<file path="src/rtl/lsu_misalign.sv">
// Load/store unit: passes aligned accesses to byte-banked data memory, splits misaligned ones.
// Latency: error 1, aligned 2, misaligned load 3, misaligned SH 3, misaligned SW 5 cycles.
// Backpressure: req_ready is high only in IDLE; one request in flight at a time.
module lsu_misalign #(
    parameter int MISALIGN_SPLIT = 1,
    parameter int XLEN           = 32
) (
    input  logic            clk,
    input  logic            reset,
    input  logic            req_valid,
    output logic            req_ready,
    input  logic            req_we,
    input  logic [2:0]      req_funct3,
    input  logic [XLEN-1:0] req_addr,
    input  logic [XLEN-1:0] req_wdata,
    output logic            resp_valid,
    output logic [XLEN-1:0] resp_rdata,
    output logic            resp_err,
    output logic            mem_we,
    output logic [XLEN-1:0] mem_a,
    output logic [XLEN-1:0] mem_wd,
    output logic [2:0]      mem_funct3,
    input  logic [XLEN-1:0] mem_rd
);

    typedef enum logic [2:0] {IDLE, ALIGNED, LD_LO, LD_HI, ST_BYTE, RESP} state_t;

    state_t          state_q, state_d;
    logic            we_q, we_d;
    logic [2:0]      f3_q, f3_d;
    logic [XLEN-1:0] addr_q, addr_d;
    logic [XLEN-1:0] wdata_q, wdata_d;
    logic [XLEN-1:0] lo_q, lo_d;
    logic [1:0]      cnt_q, cnt_d;
    logic            mem_we_q, mem_we_d;
    logic [XLEN-1:0] mem_a_q, mem_a_d;
    logic [XLEN-1:0] mem_wd_q, mem_wd_d;
    logic [2:0]      mem_f3_q, mem_f3_d;
    logic            resp_valid_q, resp_valid_d;
    logic            resp_err_q, resp_err_d;
    logic [XLEN-1:0] resp_rdata_q, resp_rdata_d;

    logic            req_legal;
    logic            req_misal;
    logic [1:0]      cnt_last;
    logic [XLEN-1:0] ld_shift;
    logic [XLEN-1:0] ld_merge;

    // Decode the incoming request and merge the two words of a split load
    always_comb begin
        if (req_we) begin
            req_legal = (req_funct3 == 3'b000) || (req_funct3 == 3'b001) || (req_funct3 == 3'b010);
        end else begin
            req_legal = (req_funct3 == 3'b000) || (req_funct3 == 3'b001) || (req_funct3 == 3'b010) ||
                        (req_funct3 == 3'b100) || (req_funct3 == 3'b101);
        end
        req_misal = ((req_funct3[1:0] == 2'b01) && req_addr[0]) ||
                    ((req_funct3[1:0] == 2'b10) && (req_addr[1:0] != 2'b00));
        // Half stores split into 2 bytes, word stores into 4
        cnt_last  = (f3_q[1:0] == 2'b01) ? 2'd1 : 2'd3;
        // {hi, lo} shifted down by the byte offset; only the low word is ever needed
        ld_shift  = 32'({mem_rd, lo_q} >> {addr_q[1:0], 3'b000});
        if (f3_q[1:0] == 2'b10) begin
            ld_merge = ld_shift;
        end else if (f3_q[2]) begin
            ld_merge = {16'b0, ld_shift[15:0]};
        end else begin
            ld_merge = {{16{ld_shift[15]}}, ld_shift[15:0]};
        end
    end

    // Next-state logic; memory and response outputs are computed one cycle ahead so they leave flops
    always_comb begin
        state_d      = state_q;
        we_d         = we_q;
        f3_d         = f3_q;
        addr_d       = addr_q;
        wdata_d      = wdata_q;
        lo_d         = lo_q;
        cnt_d        = cnt_q;
        mem_we_d     = 1'b0;
        mem_a_d      = '0;
        mem_wd_d     = '0;
        mem_f3_d     = 3'b010;
        resp_valid_d = 1'b0;
        resp_err_d   = 1'b0;
        resp_rdata_d = '0;
        case (state_q)
            IDLE: begin
                if (req_valid) begin
                    we_d    = req_we;
                    f3_d    = req_funct3;
                    addr_d  = req_addr;
                    wdata_d = req_wdata;
                    if (!req_legal || (req_misal && (MISALIGN_SPLIT == 0))) begin
                        state_d      = RESP;
                        resp_valid_d = 1'b1;
                        resp_err_d   = 1'b1;
                    end else if (!req_misal) begin
                        state_d  = ALIGNED;
                        mem_we_d = req_we;
                        mem_a_d  = req_addr;
                        mem_wd_d = req_wdata;
                        mem_f3_d = req_funct3;
                    end else if (req_we) begin
                        state_d  = ST_BYTE;
                        cnt_d    = 2'd0;
                        mem_we_d = 1'b1;
                        mem_f3_d = 3'b000;
                        mem_a_d  = req_addr;
                        mem_wd_d = {24'b0, req_wdata[7:0]};
                    end else begin
                        state_d = LD_LO;
                        mem_a_d = {req_addr[XLEN-1:2], 2'b00};
                    end
                end
            end
            ALIGNED: begin
                state_d      = RESP;
                resp_valid_d = 1'b1;
                if (!we_q) begin
                    resp_rdata_d = mem_rd;
                end
            end
            LD_LO: begin
                state_d = LD_HI;
                lo_d    = mem_rd;
                mem_a_d = {addr_q[XLEN-1:2], 2'b00} + 32'd4;
            end
            LD_HI: begin
                state_d      = RESP;
                resp_valid_d = 1'b1;
                resp_rdata_d = ld_merge;
            end
            ST_BYTE: begin
                if (cnt_q == cnt_last) begin
                    state_d      = RESP;
                    resp_valid_d = 1'b1;
                end else begin
                    cnt_d    = cnt_q + 2'd1;
                    mem_we_d = 1'b1;
                    mem_f3_d = 3'b000;
                    mem_a_d  = addr_q + {30'b0, cnt_d};
                    mem_wd_d = {24'b0, wdata_q[{cnt_d, 3'b000} +: 8]};
                end
            end
            RESP: begin
                state_d = IDLE;
            end
            default: begin
                state_d = IDLE;
            end
        endcase
    end

    // State and output registers; reset aborts any access in flight without a response
    always_ff @(posedge clk or posedge reset) begin
        if (reset) begin
            state_q      <= IDLE;
            we_q         <= 1'b0;
            f3_q         <= 3'b000;
            addr_q       <= '0;
            wdata_q      <= '0;
            lo_q         <= '0;
            cnt_q        <= 2'd0;
            mem_we_q     <= 1'b0;
            mem_a_q      <= '0;
            mem_wd_q     <= '0;
            mem_f3_q     <= 3'b010;
            resp_valid_q <= 1'b0;
            resp_err_q   <= 1'b0;
            resp_rdata_q <= '0;
        end else begin
            state_q      <= state_d;
            we_q         <= we_d;
            f3_q         <= f3_d;
            addr_q       <= addr_d;
            wdata_q      <= wdata_d;
            lo_q         <= lo_d;
            cnt_q        <= cnt_d;
            mem_we_q     <= mem_we_d;
            mem_a_q      <= mem_a_d;
            mem_wd_q     <= mem_wd_d;
            mem_f3_q     <= mem_f3_d;
            resp_valid_q <= resp_valid_d;
            resp_err_q   <= resp_err_d;
            resp_rdata_q <= resp_rdata_d;
        end
    end

    assign req_ready  = (state_q == IDLE);
    assign resp_valid = resp_valid_q;
    assign resp_err   = resp_err_q;
    assign resp_rdata = resp_rdata_q;
    assign mem_we     = mem_we_q;
    assign mem_a      = mem_a_q;
    assign mem_wd     = mem_wd_q;
    assign mem_funct3 = mem_f3_q;

endmodule

</file>
<file path="config.mk">
export PLATFORM = sky130hd
export DESIGN_NAME = lsu_misalign
export DESIGN_NICKNAME = d
export VERILOG_FILES = /design/src/rtl/lsu_misalign.sv
export SDC_FILE = /design/constraint.sdc
export NUM_CORES = 1
export LEC_CHECK = 0
export BUFFER_PORTS_ARGS = -buffer_cell sky130_fd_sc_hd__clkbuf_2
export CORE_MARGIN = 2
export CORE_UTILIZATION = 34
export DETAILED_ROUTE_END_ITERATION = 7
export PLACE_DENSITY = 0.52
export SKIP_LAST_GASP = 1
export SLEW_MARGIN = 40
export SYNTH_ARGS = -nofsm -noshare
export SYNTH_HDL_FRONTEND = slang
export SYNTH_SLANG_ARGS = --single-unit
</file>
<file path="constraint.sdc">
create_clock -name clk -period 5.63 [get_ports clk]
set_clock_uncertainty 0.1 [all_clocks]
set_input_delay 0.2815 -clock clk [delete_from_list [all_inputs] [get_ports clk]]
set_output_delay 0.2815 -clock clk [all_outputs]
set_load 0.02 [all_outputs]
</file>
## Word level (Yosys, flattened, before mapping)

Cells that the tools add are included.

| cells by class | value |
|---|---|
| $add $sub $neg | 3 |
| reduce and logical (&&, ||, !) cells | 15 |
| shift operators | 2 |
| muxes and demuxes | 47 |
| eq/ne operators | 19 |

Operators with widths:

| operator | count |
|---|---|
| $mux W32 | 9 |
| $pmux W32 S2 | 2 |
| $pmux W32 S3 | 1 |
| $shr A64 B5 Y32 | 1 |
| $add A32 B2 Y32 | 1 |
| $add A32 B3 Y32 const B | 1 |
| $shiftx A32 B6 Y8 | 1 |
| $mux W3 | 8 |
| $mux W2 | 10 |
| $mux W8 | 2 |
| $pmux W3 S4 | 1 |
| $mux W1 | 10 |
| $eq A3 B2 Y1 const B | 3 |
| $eq A3 B3 Y1 const B | 3 |
| $eq A3 B1 Y1 const B | 2 |
| $logic_not A3 Y1 | 2 |
| $ne A2 B1 Y1 const B | 3 |
| $ne A2 B2 Y1 const B | 3 |
| $pmux W3 S2 | 1 |
| $reduce_and A6 Y1 | 1 |
| $logic_or A1 B1 Y1 | 5 |
| $eq A2 B1 Y1 const B | 2 |
| $eq A2 B2 Y1 const B | 2 |
| $pmux W2 S2 | 1 |
| 8 further kinds | 11 |

| word-level totals | value |
|---|---|
| input bits | 103 |
| bits in registers | 207 |

## Logic depth before layout (Yosys ltp)

Gate-level depths: netlist of run 1.

| depth | value |
|---|---|
| depth in word-level cells | 9 |
| gate-level depth with buffers | 10 |
| mapped depth without buffers | 9 |

## Worst setup path before layout of run 1

No wires, ideal clock.

| path | value |
|---|---|
| path type | register to register |
| start | register addr_q[1] |
| end | register mem_a_q[26] (netlist: mem_a[26]) |
| cell stages (with the launch flop) | 11 |
| setup time | 0.134 ns |
| arrival time | 2.899 ns |
| path buffers | 3 |
| slack | 2.497 ns |
| required time | 5.396 ns |
| cells stage by stage | dfrtp_1 buf_2 buf_1 buf_2 inv_1 fa_1 nor4bb_1 o211a_1 or3_1 a221oi_1 o21ai_0 |

| on the way | value |
|---|---|
| cells in the longest elaborated chain, start to end | 3 |

RTL lines:

| what | RTL line | source |
|---|---|---|
| start: declaration | 31 | `logic [XLEN-1:0] addr_q, addr_d;` |
| start signal: assignment | 177 | `addr_q <= addr_d;` |
| $add A32 B2 Y32 | 143 | `mem_a_d = addr_q + {30'b0, cnt_d};` |
| $mux W32 | 136 | `if (cnt_q == cnt_last) begin` |
| $pmux W32 S3 | 88 | `case (state_q)` |
| via mem_a_d[26] | 36 | `logic [XLEN-1:0] mem_a_q, mem_a_d;` |
| end signal: assignment | 182 | `mem_a_q <= mem_a_d;` |
| end: declaration | 36 |  |

The timed path passes the listed nets, and every way through them passes these cells.
A chain may end at the register's enable or synchronous reset.

## Worst setup path after layout of run 1

| path | value |
|---|---|
| start | register cnt_q[0] |
| end | register mem_a_q[26] (netlist: mem_a[26]) |

| on the way | value |
|---|---|
| cells in the longest elaborated chain, start to end | 4 |
| elaborated cells between the ends (all ways) | 5 |

RTL lines:

| what | RTL line | source |
|---|---|---|
| start: declaration | 34 | `logic [1:0] cnt_q, cnt_d;` |
| start signal: assignment | 180 | `cnt_q <= cnt_d;` |
| $add A2 B1 Y2 | 140 | `cnt_d = cnt_q + 2'd1;` |
| $add A32 B2 Y32 | 143 |  |
| $mux W32 * | 136 |  |
| $pmux W32 S3 * | 88 |  |
| via mem_a_d[26] | 36 |  |

Mark *: on every way through the listed nets, which the timed path passes. The rest lies on a longest branch.

==> tab_implementation.tex, run 1 <==
\begin{tabular}{lr}
\hline
Metric & Value \\
\hline
\multicolumn{2}{l}{\textbf{Status}} \\
Outcome & complete, no violations \\
\multicolumn{2}{l}{\textbf{Power and ir drop}} \\
Power share of the combinational group & 37.6\% \\
Switching share of power & 38.91\% \\
Leak Pwr & 0.006313 uW \\
Portion of total power attributed to sequential cells & 38.1\% \\
Overall power consumption & 6608 uW \\
Power share of the clock group & 24.3\% \\
NetSw & 2571 uW \\
Max IR drop VDD & 214.5 uV \\
Power per Cell Area & 514.4 nW/um\^{}2 \\
P\_int & 4037 uW \\
\multicolumn{2}{l}{\textbf{GRT}} \\
Remaining global-route overflow & 0 \\
Antenna violations before repair & 1 \\
First-pass GRT wire length & 45870 um \\
Pin count of the biggest net entering global routing & 148 \\
Number of global-route vias before repair & 8243 \\
Global Route Usage Sum & 19.65\% \\
\multicolumn{2}{l}{\textbf{Clocking}} \\
Number of buffers inserted by hold repair at cts & 102 \\
Clock network latency to the later pin of the worst-skew pair & 0.53 ns \\
Level count of the clock H-tree & 1 \\
Number of buffers on the longest clock path & 3 \\
Clock tree root driver cell & sky130\_fd\_sc\_hd\_\_clkbuf\_16 \\
Post-CTS setup buffers & 0 \\
Clock transition at the registers of the reported paths & 0.06 ns \\
Clock sink count & 207 \\
TritonCTS buffer count & 24 \\
\# resized after CTS & 0 \\
Clock tree from TritonCTS & yes \\
\multicolumn{2}{l}{\textbf{Worst setup path}} \\
Reg2reg setup slack & 2.40 ns \\
Worst-path cell with the longest stage delay & sky130\_fd\_sc\_hd\_\_dfrtp\_1 \\
Crit path launch type & flop \\
Biggest cell delay along the critical path & 0.85 ns \\
Required time at the worst-slack endpoint & 5.93 ns \\
Crit-path leading delay family & flip-flops \\
Arrival @ worst endpoint & 3.54 ns \\
Crit. End Element & flop \\
Chain of cells forming the critical path & xor2\_1 > inv\_1 > fa\_1 > nor4bb\_1 > o211a\_1 > or3\_1 > a221oi\_1 > o21ai\_0 \\
Worst path buffer plus inverter count & 1 \\
Max Fanout on Critical Path & 14 \\
Critical path start-end classification & reg -> reg \\
\multicolumn{2}{l}{\textbf{Synth}} \\
Unique masters post-synth & 59 \\
Library cell occupying the most area in the post-synthesis netlist & sky130\_fd\_sc\_hd\_\_dfrtp\_1 \\
Syn\_area\_per\_cell & 9.758 sq um \\
Leading cell types by total area after synthesis & sky130\_fd\_sc\_hd\_\_dfrtp\_1 54\%, sky130\_fd\_sc\_hd\_\_nand2\_1 14\%, sky130\_fd\_sc\_hd\_\_mux4\_2 8.7\% \\
Share of the synthesized area in the top cell type & 53.69\% \\
Flip-flop and latch count after synthesis & 207 \\
Share of synthesized area occupied by flip-flops and latches & 53.96\% \\
Most used DFF post-synth & sky130\_fd\_sc\_hd\_\_dfrtp\_1 \\
Cells after synthesis & 984 \\
Synthesized net count & 1091 \\
Summed instance area of the synthesized netlist & 9602 sq um \\
Most common library cells after synthesis & 355 x sky130\_fd\_sc\_hd\_\_nand2\_1, 206 x sky130\_fd\_sc\_hd\_\_dfrtp\_1, 61 x sky130\_fd\_sc\_hd\_\_o21ai\_0 \\
Share of async-settable or async-resettable flops after synthesis & 100.0\% \\
Ys Warns & 0 \\
Count leader, synth & sky130\_fd\_sc\_hd\_\_nand2\_1 \\
Number of synthesized flops with an enable pin & 0 \\
\multicolumn{2}{l}{\textbf{Routing}} \\
Antenna Violating Nets Remaining & 0 \\
Number of detailed-route iterations in the first pass & 6 \\
Sum of routed wire length over all layers & 28750 um \\
1st-iter DRT viols & 615 \\
Number of design rule violations left after detail routing & 0 \\
Total vias in the final route & 8434 \\
Via density per instance & 5.075 \\
Routed wire per std cell & 17.30 um \\
\multicolumn{2}{l}{\textbf{STA}} \\
Hold violation count in the final report & 0 \\
Shortest period the worst path allows & 3.234 ns \\
Rel. slew slack & 47.46\% \\
Final worst-path cycle share & 57.45\% \\
Minimum hold slack & 0.3309 ns \\
Final sum of negative setup slack & 0 ns \\
RSZ-0062 raised after global routing & false \\
Max Clk Rate & 309.2 MHz \\
Total count of max-transition violations in the final report & 0 \\
Transition time at the pin with the least slew margin & 0.7881 ns \\
Finish-stage setup viols & 0 \\
\multicolumn{2}{l}{\textbf{Placement}} \\
Placed wire-length estimate & 18650 um \\
IO buf count & 205 \\
Placer's final routability congestion estimate & 0.8424 \\
Placed Instance Area & 10960 sq um \\
\multicolumn{2}{l}{\textbf{Final layout}} \\
Filler Cell Count & 2688 \\
Syn-to-layout area delta & 33.78\% \\
Ratio of cells with drive above 1 in the final layout & 24.16\% \\
Core Util, Final & 46.23\% \\
Final instance area & 12840 sq um \\
Fin nets & 1374 \\
\multicolumn{2}{l}{\textbf{Die}} \\
Die outline width & 172.1 um \\
I/O Pins & 206 \\
Vertical die dimension & 172.1 um \\
Core area & 27780 sq um \\
Cell row count & 61 \\
Overall die area & 29600 sq um \\
Starting density of the core & 34.56\% \\
\multicolumn{2}{l}{\textbf{Worst hold path}} \\
Class of the worst hold path & in -> async \\
\multicolumn{2}{l}{\textbf{Flow run}} \\
Maximum Capacitance Violations & 0 \\
\hline
\end{tabular}
## state kept, by name, summed over array words and instances (netlist names)
name / count
f3_q: 3
lo_q: 32
cnt_q: 2
resp_err: 1
mem_funct3: 3
wdata_q: 32
mem_wd: 32
resp_valid: 1
mem_we: 1
we_q: 1
mem_a: 32
addr_q: 32
state_q: 3
resp_rdata: 32
## cells in the final DEF, fill, tap and decap left out, types with 4 or more instances in the layout
master / count
sky130_fd_sc_hd__a31oi_1: 12
sky130_fd_sc_hd__inv_1: 9
sky130_fd_sc_hd__nand4_1: 10
sky130_fd_sc_hd__clkbuf_8: 4
sky130_fd_sc_hd__nor3_1: 9
sky130_fd_sc_hd__buf_4: 9
sky130_fd_sc_hd__a21oi_1: 15
sky130_fd_sc_hd__dfrtp_1: 204
sky130_fd_sc_hd__clkbuf_1: 4
sky130_fd_sc_hd__o21ai_0: 60
sky130_fd_sc_hd__nand2_1: 354
sky130_fd_sc_hd__clkbuf_16: 24
sky130_fd_sc_hd__a21o_1: 7
sky130_fd_sc_hd__clkinvlp_4: 4
sky130_fd_sc_hd__clkbuf_2: 205
sky130_fd_sc_hd__nand3_1: 17
sky130_fd_sc_hd__and3_1: 33
sky130_fd_sc_hd__a22o_1: 6
sky130_fd_sc_hd__mux4_2: 37
sky130_fd_sc_hd__mux2i_1: 5
sky130_fd_sc_hd__a41o_1: 5
sky130_fd_sc_hd__nor2_1: 44
sky130_fd_sc_hd__a22oi_1: 17
sky130_fd_sc_hd__nor2b_1: 4
sky130_fd_sc_hd__o31ai_1: 4
sky130_fd_sc_hd__or4_1: 4
sky130_fd_sc_hd__dlygate4sd3_1: 102
## per-stage QoR
stage | setup slack [ns] | std cells
global route | 2.138 | 1662
global placement | 2.101 | 1515
CTS | 2.401 | 1660
floorplan | 2.497 | 984
finish | 2.396 | 1662
detailed placement | 2.414 | 1516
## final cells by class
| class | instances | area, sq um | share of cell area [%] |
|---|---|---|---|
| Clock inverter | 10 | 147.6 | 1.149 |
| Antenna cell | 1 | 2.502 | 0.01948 |
| Clock buffer | 32 | 670.6 | 5.221 |
| Tap cell | 378 | 473.0 | 3.682 |
| Timing Repair Buffer | 319 | 2173 | 16.92 |
| Sequential cell | 207 | 5184 | 40.36 |
| Multi-Input combinational cell | 705 | 4153 | 32.33 |
| Inverter | 10 | 41.29 | 0.3214 |
## power by group through the flow
stage	logic, uW	clock network, uW	registers, uW
CTS	2500	1650	2510
finish	2490	1600	2520
detailed placement	2440	0	2530
global route	2780	1710	2590
floorplan	1620	0	2560
global placement	2410	0	2520
## per-layer routing
metal  track usage (%)  share of wire (%)
met5                 0                  0
met4             5.663                2.3
met1             28.11                 45
met2             30.59                 46
met3             3.593                6.9
## worst paths after layout
path / from / to / cells past startpoint
max: cnt_q[0]$_DFFE_PP0P_ / mem_a[26]$_DFF_PP0_ / 8
min: reset / mem_funct3[0]$_DFF_PP0_ / 4
max reg2reg: cnt_q[0]$_DFFE_PP0P_ / mem_a[26]$_DFF_PP0_ / 8
min reg2reg: wdata_q[24]$_DFFE_PP0P_ / wdata_q[24]$_DFFE_PP0P_ / 2
max in group asynchronous: reset / resp_rdata[21]$_DFF_PP0_ / 5
min in group clk: wdata_q[24]$_DFFE_PP0P_ / wdata_q[24]$_DFFE_PP0P_ / 2
## logic make-up (layout without fill, tap and decap cells)
logic type / Yosys count / after routing / synth area share [%]
adder cells (fa/ha/maj): 4 / 4 / 0.5995
multiplexers: 42 / 42 / 9.200
AO/OA/AOI/OAI: 154 / 154 / 10.43
buffers and inverters: 72 / 371 / 3.206
flip-flops: 207 / 207 / 53.96
AND/OR/NAND/NOR: 502 / 502 / 22.34
XOR/XNOR: 3 / 3 / 0.2737
other: 0 / 1 / 0
## tightest hold or removal path, cell delays in order
cell and delay (ns):
sky130_fd_sc_hd__dlygate4sd3_1 0.54, sky130_fd_sc_hd__clkbuf_2 0.12, sky130_fd_sc_hd__clkinvlp_4 0.08, sky130_fd_sc_hd__buf_12 0.36
No activity file was read; power rests on OpenSTA's default activity.
==> run 2: changes to the inputs <==
==> constraint.sdc (replaced) <==
create_clock -name clk -period 2.89 [get_ports clk]
set_clock_uncertainty 0.1 [all_clocks]
set_input_delay 0.1445 -clock clk [delete_from_list [all_inputs] [get_ports clk]]
set_output_delay 0.1445 -clock clk [all_outputs]
set_load 0.02 [all_outputs]
==> run 2 against run 1 <==
  * Die area unchanged
  * Maximum frequency up 26%
  * Critical path type unchanged
  * Critical endpoint unchanged
  * Global-route usage about the same
  * Routed wire length rose by 0.62%
  * Hold slack got worse by 0.16 ns
==> tab_implementation.tex, run 2 (synthesis results as in run 1) <==
\begin{tabular}{lr}
\hline
Metric & Value \\
\hline
\multicolumn{2}{l}{\textbf{Worst setup path}} \\
Arrival @ worst endpoint & 2.86 ns \\
Cell repeated most along the worst path & sky130\_fd\_sc\_hd\_\_inv\_1 \\
Chain of cells forming the critical path & inv\_1 > ha\_1 > inv\_1 > fa\_1 > nor4bb\_1 > o211a\_1 > or3\_1 > a221oi\_1 > o21ai\_0 \\
Critical path start-end classification & reg -> reg \\
Max Fanout on Critical Path & 4 \\
Crit path launch type & flop \\
Biggest cell delay along the critical path & 0.43 ns \\
Required time at the worst-slack endpoint & 3.17 ns \\
Depth of the worst register-to-register path & 9 \\
Crit. End Element & flop \\
Worst-path cell with the longest stage delay & sky130\_fd\_sc\_hd\_\_fa\_1 \\
\multicolumn{2}{l}{\textbf{Routing}} \\
Total vias in the final route & 8393 \\
Sum of routed wire length over all layers & 28930 um \\
Number of design rule violations left after detail routing & 0 \\
1st-iter DRT viols & 565 \\
Routed wire per std cell & 17.29 um \\
Number of detailed-route iterations in the first pass & 5 \\
Antenna Violating Nets Remaining & 0 \\
Via density per instance & 5.017 \\
\multicolumn{2}{l}{\textbf{Die}} \\
I/O Pins & 206 \\
Core area & 27780 sq um \\
Overall die area & 29600 sq um \\
Vertical die dimension & 172.1 um \\
Cell row count & 61 \\
Die outline width & 172.1 um \\
Starting density of the core & 34.56\% \\
\multicolumn{2}{l}{\textbf{STA}} \\
Rel. slew slack & 53.93\% \\
Max Clk Rate & 388.3 MHz \\
RSZ-0062 raised after global routing & false \\
Finish-stage setup viols & 0 \\
Transition time at the pin with the least slew margin & 0.6884 ns \\
Shortest period the worst path allows & 2.575 ns \\
Minimum hold slack & 0.1659 ns \\
Final worst-path cycle share & 89.12\% \\
Hold violation count in the final report & 0 \\
Total count of max-transition violations in the final report & 0 \\
\multicolumn{2}{l}{\textbf{GRT}} \\
Remaining global-route overflow & 0 \\
Pin count of the biggest net entering global routing & 78 \\
First-pass GRT wire length & 45710 um \\
Number of global-route vias before repair & 8380 \\
Global Route Usage Sum & 19.66\% \\
Antenna violations before repair & 0 \\
\multicolumn{2}{l}{\textbf{Final layout}} \\
Leading cell type in the layout, fill and taps excluded & sky130\_fd\_sc\_hd\_\_nand2\_1 \\
Syn-to-layout area delta & 33.58\% \\
Sequential cell area in the final layout & 5182 sq um \\
Ant diodes & 0 \\
Ratio of cells with drive above 1 in the final layout & 24.02\% \\
Highest-count cells in the layout ignoring fill and taps & 354 x sky130\_fd\_sc\_hd\_\_nand2\_1, 205 x sky130\_fd\_sc\_hd\_\_dfrtp\_1, 205 x sky130\_fd\_sc\_hd\_\_clkbuf\_2, 102 x sky130\_fd\_sc\_hd\_\_dlygate4sd3\_1, 60 x sky130\_fd\_sc\_hd\_\_o21ai\_0 \\
Fin nets & 1388 \\
Area of the multi-input gates & 4134 sq um \\
Final instance area & 12830 sq um \\
Non-filler cells, final & 1673 \\
Core Util, Final & 46.17\% \\
Filler Cell Count & 2717 \\
\multicolumn{2}{l}{\textbf{Placement}} \\
Number of cells after detailed placement & 1531 \\
IO buf count & 205 \\
Placed wire-length estimate & 19140 um \\
Placed Instance Area & 11090 sq um \\
Placer's final routability congestion estimate & 0.8348 \\
\multicolumn{2}{l}{\textbf{Clocking}} \\
Clock tree from TritonCTS & yes \\
TritonCTS buffer count & 24 \\
Clock sink count & 207 \\
Number of buffers on the longest clock path & 3 \\
Clock transition at the registers of the reported paths & 0.06 ns \\
Level count of the clock H-tree & 1 \\
Post-CTS setup buffers & 0 \\
Clock network latency to the later pin of the worst-skew pair & 0.52 ns \\
Clock tree root driver cell & sky130\_fd\_sc\_hd\_\_clkbuf\_16 \\
\multicolumn{2}{l}{\textbf{Power and ir drop}} \\
Switching share of power & 39.22\% \\
Power share of the clock group & 22.4\% \\
Portion of total power attributed to sequential cells & 37.6\% \\
Max IR drop VDD & 501.0 uV \\
Power per Cell Area & 987.9 nW/um\^{}2 \\
Overall power consumption & 12670 uW \\
NetSw & 4970 uW \\
P\_int & 7701 uW \\
Power share of the combinational group & 40.0\% \\
Leak Pwr & 0.006339 uW \\
\multicolumn{2}{l}{\textbf{Status}} \\
Outcome & complete, no violations \\
\multicolumn{2}{l}{\textbf{Flow run}} \\
Maximum Capacitance Violations & 0 \\
\multicolumn{2}{l}{\textbf{Worst hold path}} \\
Class of the worst hold path & in -> async \\
\hline
\end{tabular}
## run 2: changes by cell type in the layout (fill, tap and decap cells not counted), sizes merged
cell and change:
bufinv -3, clkinvlp -3, diode -1, clkbuf +5, clkinv -1, buf +14
## run 2: area by class of cell
class,instances,share of cell area [%]
flip-flops and latches,207,40.41
multi-input cells,705,32.23
repair buffers,333,17.77
well taps,378,3.687
clock buffers,37,5.463
clock inverters,3,0.1171
inverters,10,0.3219
## run 2: power by group through the flow
stage          registers [uW]  clock network (uW)  logic (uW)
3_5_place_dp             4800                   0        5000
2_1_floorplan            4980                   0        3170
3_3_place_gp             4790                   0        4940
5_1_grt                  4900                3020        5620
4_1_cts                  4760                2910        5130
6_report                 4770                2840        5070
## run 2: critical path, delay by kind of cell, from the launching register on
family / cells / cell delay [ns]
adders and majority gates: 2 / 0.63
and+or+nand+nor: 2 / 0.61
DFF: 1 / 0.40
buffers and inverters: 2 / 0.16
AOI/OAI and AO/OA: 3 / 0.54
## run 2: per-stage QoR
stage               setup TNS [ns]  setup WS (ns)
floorplan                   -8.225       -0.03993
global placement                 0         0.4034
detailed placement               0         0.3323
CTS                              0         0.3251
global route                     0         0.1096
finish                           0         0.3145
## run 2: per-layer routing
metal	global-route usage [%]	vias to the layer above	wire, um
met1	27.12	4075	13040
met5	0	-	0
met2	31.36	272	13330
li1	-	3995	-
met4	5.882	0	766
met3	4.028	51	1803
## run 2: timing repair
action	CTS	global route
hold buffers	102	0
endpoints found under the hold margin	226	0
gates resized for setup	0	0
## run 2: path summary, 6_finish.rpt
| path | startpoint | end | slack, ns |
|---|---|---|---|
| hold reg to reg | wdata_q[24]$_DFFE_PP0P_ | wdata_q[24]$_DFFE_PP0P_ | 0.37 |
| max in group asynchronous | reset | resp_rdata[23]$_DFF_PP0_ | 1.55 |
| setup reg to reg | cnt_q[0]$_DFFE_PP0P_ | mem_a[26]$_DFF_PP0_ | 0.31 |
| min in group clk | req_wdata[21] | wdata_q[21]$_DFFE_PP0P_ | 0.27 |
| setup / recovery | cnt_q[0]$_DFFE_PP0P_ | mem_a[26]$_DFF_PP0_ | 0.31 |
| hold / removal | reset | mem_wd[11]$_DFF_PP0_ | 0.17 |
==> run 3: changes to the inputs <==
--- a/config.mk
+++ b/config.mk
@@ -6,10 +6,10 @@
 export NUM_CORES = 1
 export LEC_CHECK = 0
 export BUFFER_PORTS_ARGS = -buffer_cell sky130_fd_sc_hd__clkbuf_2
-export CORE_MARGIN = 2
 export CORE_UTILIZATION = 34
 export DETAILED_ROUTE_END_ITERATION = 7
 export PLACE_DENSITY = 0.52
+export RECOVER_POWER = 25
 export SKIP_LAST_GASP = 1
 export SLEW_MARGIN = 40
 export SYNTH_ARGS = -nofsm -noshare
==> run 3 against run 2 <==
  * Sequential cell count unchanged
  * Hold slack improved by 0.097 ns
  * Maximum frequency about the same
  * Critical path depth unchanged
  * Largest cell class unchanged
  * Cell area unchanged
  * Register-to-register slack about the same
  * Critical path type unchanged
==> tab_implementation.tex, run 3 (synthesis results as in run 1) <==
\begin{tabular}{lr}
\hline
Metric & Value \\
\hline
\multicolumn{2}{l}{\textbf{Final layout}} \\
Leading cell type in the layout, fill and taps excluded & sky130\_fd\_sc\_hd\_\_nand2\_1 \\
Ratio of cells with drive above 1 in the final layout & 17.11\% \\
Final instance area & 12830 sq um \\
Ant diodes & 0 \\
Syn-to-layout area delta & 33.58\% \\
Core Util, Final & 46.17\% \\
Highest-count cells in the layout ignoring fill and taps & 354 x sky130\_fd\_sc\_hd\_\_nand2\_1, 205 x sky130\_fd\_sc\_hd\_\_dfrtp\_1, 104 x sky130\_fd\_sc\_hd\_\_clkbuf\_1, 104 x sky130\_fd\_sc\_hd\_\_clkbuf\_2, 103 x sky130\_fd\_sc\_hd\_\_dlygate4sd3\_1 \\
Fin nets & 1393 \\
Filler Cell Count & 2752 \\
\multicolumn{2}{l}{\textbf{Routing}} \\
Sum of routed wire length over all layers & 28670 um \\
Total vias in the final route & 8334 \\
Number of detailed-route iterations in the first pass & 4 \\
Routed wire per std cell & 17.06 um \\
Via density per instance & 4.958 \\
Antenna Violating Nets Remaining & 0 \\
Number of design rule violations left after detail routing & 0 \\
1st-iter DRT viols & 605 \\
\multicolumn{2}{l}{\textbf{Placement}} \\
Placer's final routability congestion estimate & 0.7954 \\
Post-Place Setup Slack & 0.3582 ns \\
Placed Instance Area & 11110 sq um \\
Placed wire-length estimate & 18940 um \\
IO buf count & 205 \\
\multicolumn{2}{l}{\textbf{STA}} \\
Final worst setup slack & 0.3155 ns \\
RSZ-0062 raised after global routing & false \\
Transition time at the pin with the least slew margin & 0.6326 ns \\
Rel. slew slack & 57.64\% \\
Hold violation count in the final report & 0 \\
Final worst-path cycle share & 89.08\% \\
Max Clk Rate & 388.4 MHz \\
Finish-stage setup viols & 0 \\
Shortest period the worst path allows & 2.574 ns \\
Total count of max-transition violations in the final report & 0 \\
\multicolumn{2}{l}{\textbf{Die}} \\
Vertical die dimension & 170.1 um \\
Die outline width & 170.1 um \\
Starting density of the core & 34.56\% \\
Core area & 27780 sq um \\
Cell row count & 61 \\
I/O Pins & 206 \\
Overall die area & 28920 sq um \\
\multicolumn{2}{l}{\textbf{Clocking}} \\
Number of buffers on the longest clock path & 3 \\
Clock transition at the registers of the reported paths & 0.06 ns \\
Clock network latency to the later pin of the worst-skew pair & 0.53 ns \\
Clock sink count & 207 \\
\# resized after CTS & 0 \\
Level count of the clock H-tree & 1 \\
Clock tree root driver cell & sky130\_fd\_sc\_hd\_\_clkbuf\_16 \\
Number of buffers inserted by hold repair at cts & 103 \\
Post-CTS setup buffers & 0 \\
TritonCTS buffer count & 25 \\
Clock tree from TritonCTS & yes \\
\multicolumn{2}{l}{\textbf{Worst setup path}} \\
Crit. End Element & flop \\
Arrival @ worst endpoint & 2.87 ns \\
Max Fanout on Critical Path & 4 \\
Crit path launch type & flop \\
Required time at the worst-slack endpoint & 3.19 ns \\
Critical path start-end classification & reg -> reg \\
\multicolumn{2}{l}{\textbf{GRT}} \\
Global Route Usage Sum & 19.77\% \\
Antenna violations before repair & 0 \\
Remaining global-route overflow & 0 \\
First-pass GRT wire length & 45000 um \\
Number of global-route vias before repair & 8109 \\
Pin count of the biggest net entering global routing & 95 \\
\multicolumn{2}{l}{\textbf{Worst hold path}} \\
Class of the worst hold path & in -> reg \\
\multicolumn{2}{l}{\textbf{Status}} \\
Outcome & complete, no violations \\
\multicolumn{2}{l}{\textbf{Power and ir drop}} \\
Overall power consumption & 12870 uW \\
Power per Cell Area & 1003 nW/um\^{}2 \\
Leak Pwr & 0.006060 uW \\
Max IR drop VDD & 449.2 uV \\
\multicolumn{2}{l}{\textbf{Flow run}} \\
Maximum Capacitance Violations & 0 \\
\hline
\end{tabular}
## run 3: cell count changes in the layout (fill, tap and decap cells not counted), sizes merged
cell | before | now
buf | 26 | 29
bufinv | 0 | 1
clkbuf | 242 | 239
clkinv | 3 | 4
clkinvlp | 1 | 4
dlygate4sd3 | 102 | 103
inv | 9 | 11
## run 3: layout make-up
class	instances	area (sq um)	area share [%]
clock buffer	34	719.4	5.609
clock inverter	10	92.59	0.7219
inverter	10	38.79	0.3024
multi-input combinational	705	4134	32.23
sequential	207	5182	40.41
tap	378	473.0	3.687
timing repair buffer	337	2186	17.04
## run 3: layer usage
layer	part of all wire (%)	wire length, um	track usage (%)
met1	46	13270	27.26
met2	47	13420	32.43
met3	5.7	1634	3.721
met4	1.2	354	3.956
met5	0	0	0
## run 3: final timing paths
| check | start | to | slack [ns] | depth (start not counted) |
|---|---|---|---|---|
| min in group asynchronous | reset | mem_funct3[0]$_DFF_PP0_ | 0.59 | 4 |
| setup / recovery | cnt_q[0]$_DFFE_PP0P_ | mem_a[26]$_DFF_PP0_ | 0.32 | 9 |
| hold reg to reg | wdata_q[5]$_DFFE_PP0P_ | wdata_q[5]$_DFFE_PP0P_ | 0.37 | 2 |
| hold / removal | req_addr[27] | addr_q[27]$_DFFE_PP0P_ | 0.26 | 4 |
| max in group asynchronous | reset | mem_wd[18]$_DFF_PP0_ | 1.16 | 5 |
| setup reg to reg | cnt_q[0]$_DFFE_PP0P_ | mem_a[26]$_DFF_PP0_ | 0.32 | 9 |
## run 3: through the flow
stage,std cells,hold slack [ns],setup TNS [ns]
floorplan,984,0.1499,-8.225
global placement,1534,-0.03483,0
detailed placement,1534,-0.02539,0
CTS,1681,0.2415,0
global route,1681,0.2672,0
finish,1681,0.2634,0
## run 3: report_power, final
| group | switching (uW) | leakage, uW | internal (uW) | total, uW |
|---|---|---|---|---|
| Sequential | 811 | 0.00263 | 3960 | 4770 |
| Clock | 1250 | 0.000396 | 1830 | 3090 |
| Combinational | 2970 | 0.00303 | 2040 | 5010 |
| Total | 5040 | 0.00606 | 7830 | 12900 |
## run 3: critical path: stages (launching register included)
cell	delay, ns
sky130_fd_sc_hd__dfrtp_1	0.40
sky130_fd_sc_hd__inv_1	0.09
sky130_fd_sc_hd__ha_1	0.20
sky130_fd_sc_hd__inv_1	0.06
sky130_fd_sc_hd__fa_1	0.42
sky130_fd_sc_hd__nor4bb_1	0.18
sky130_fd_sc_hd__o211a_1	0.14
sky130_fd_sc_hd__or3_1	0.44
sky130_fd_sc_hd__a221oi_1	0.30
sky130_fd_sc_hd__o21ai_0	0.11
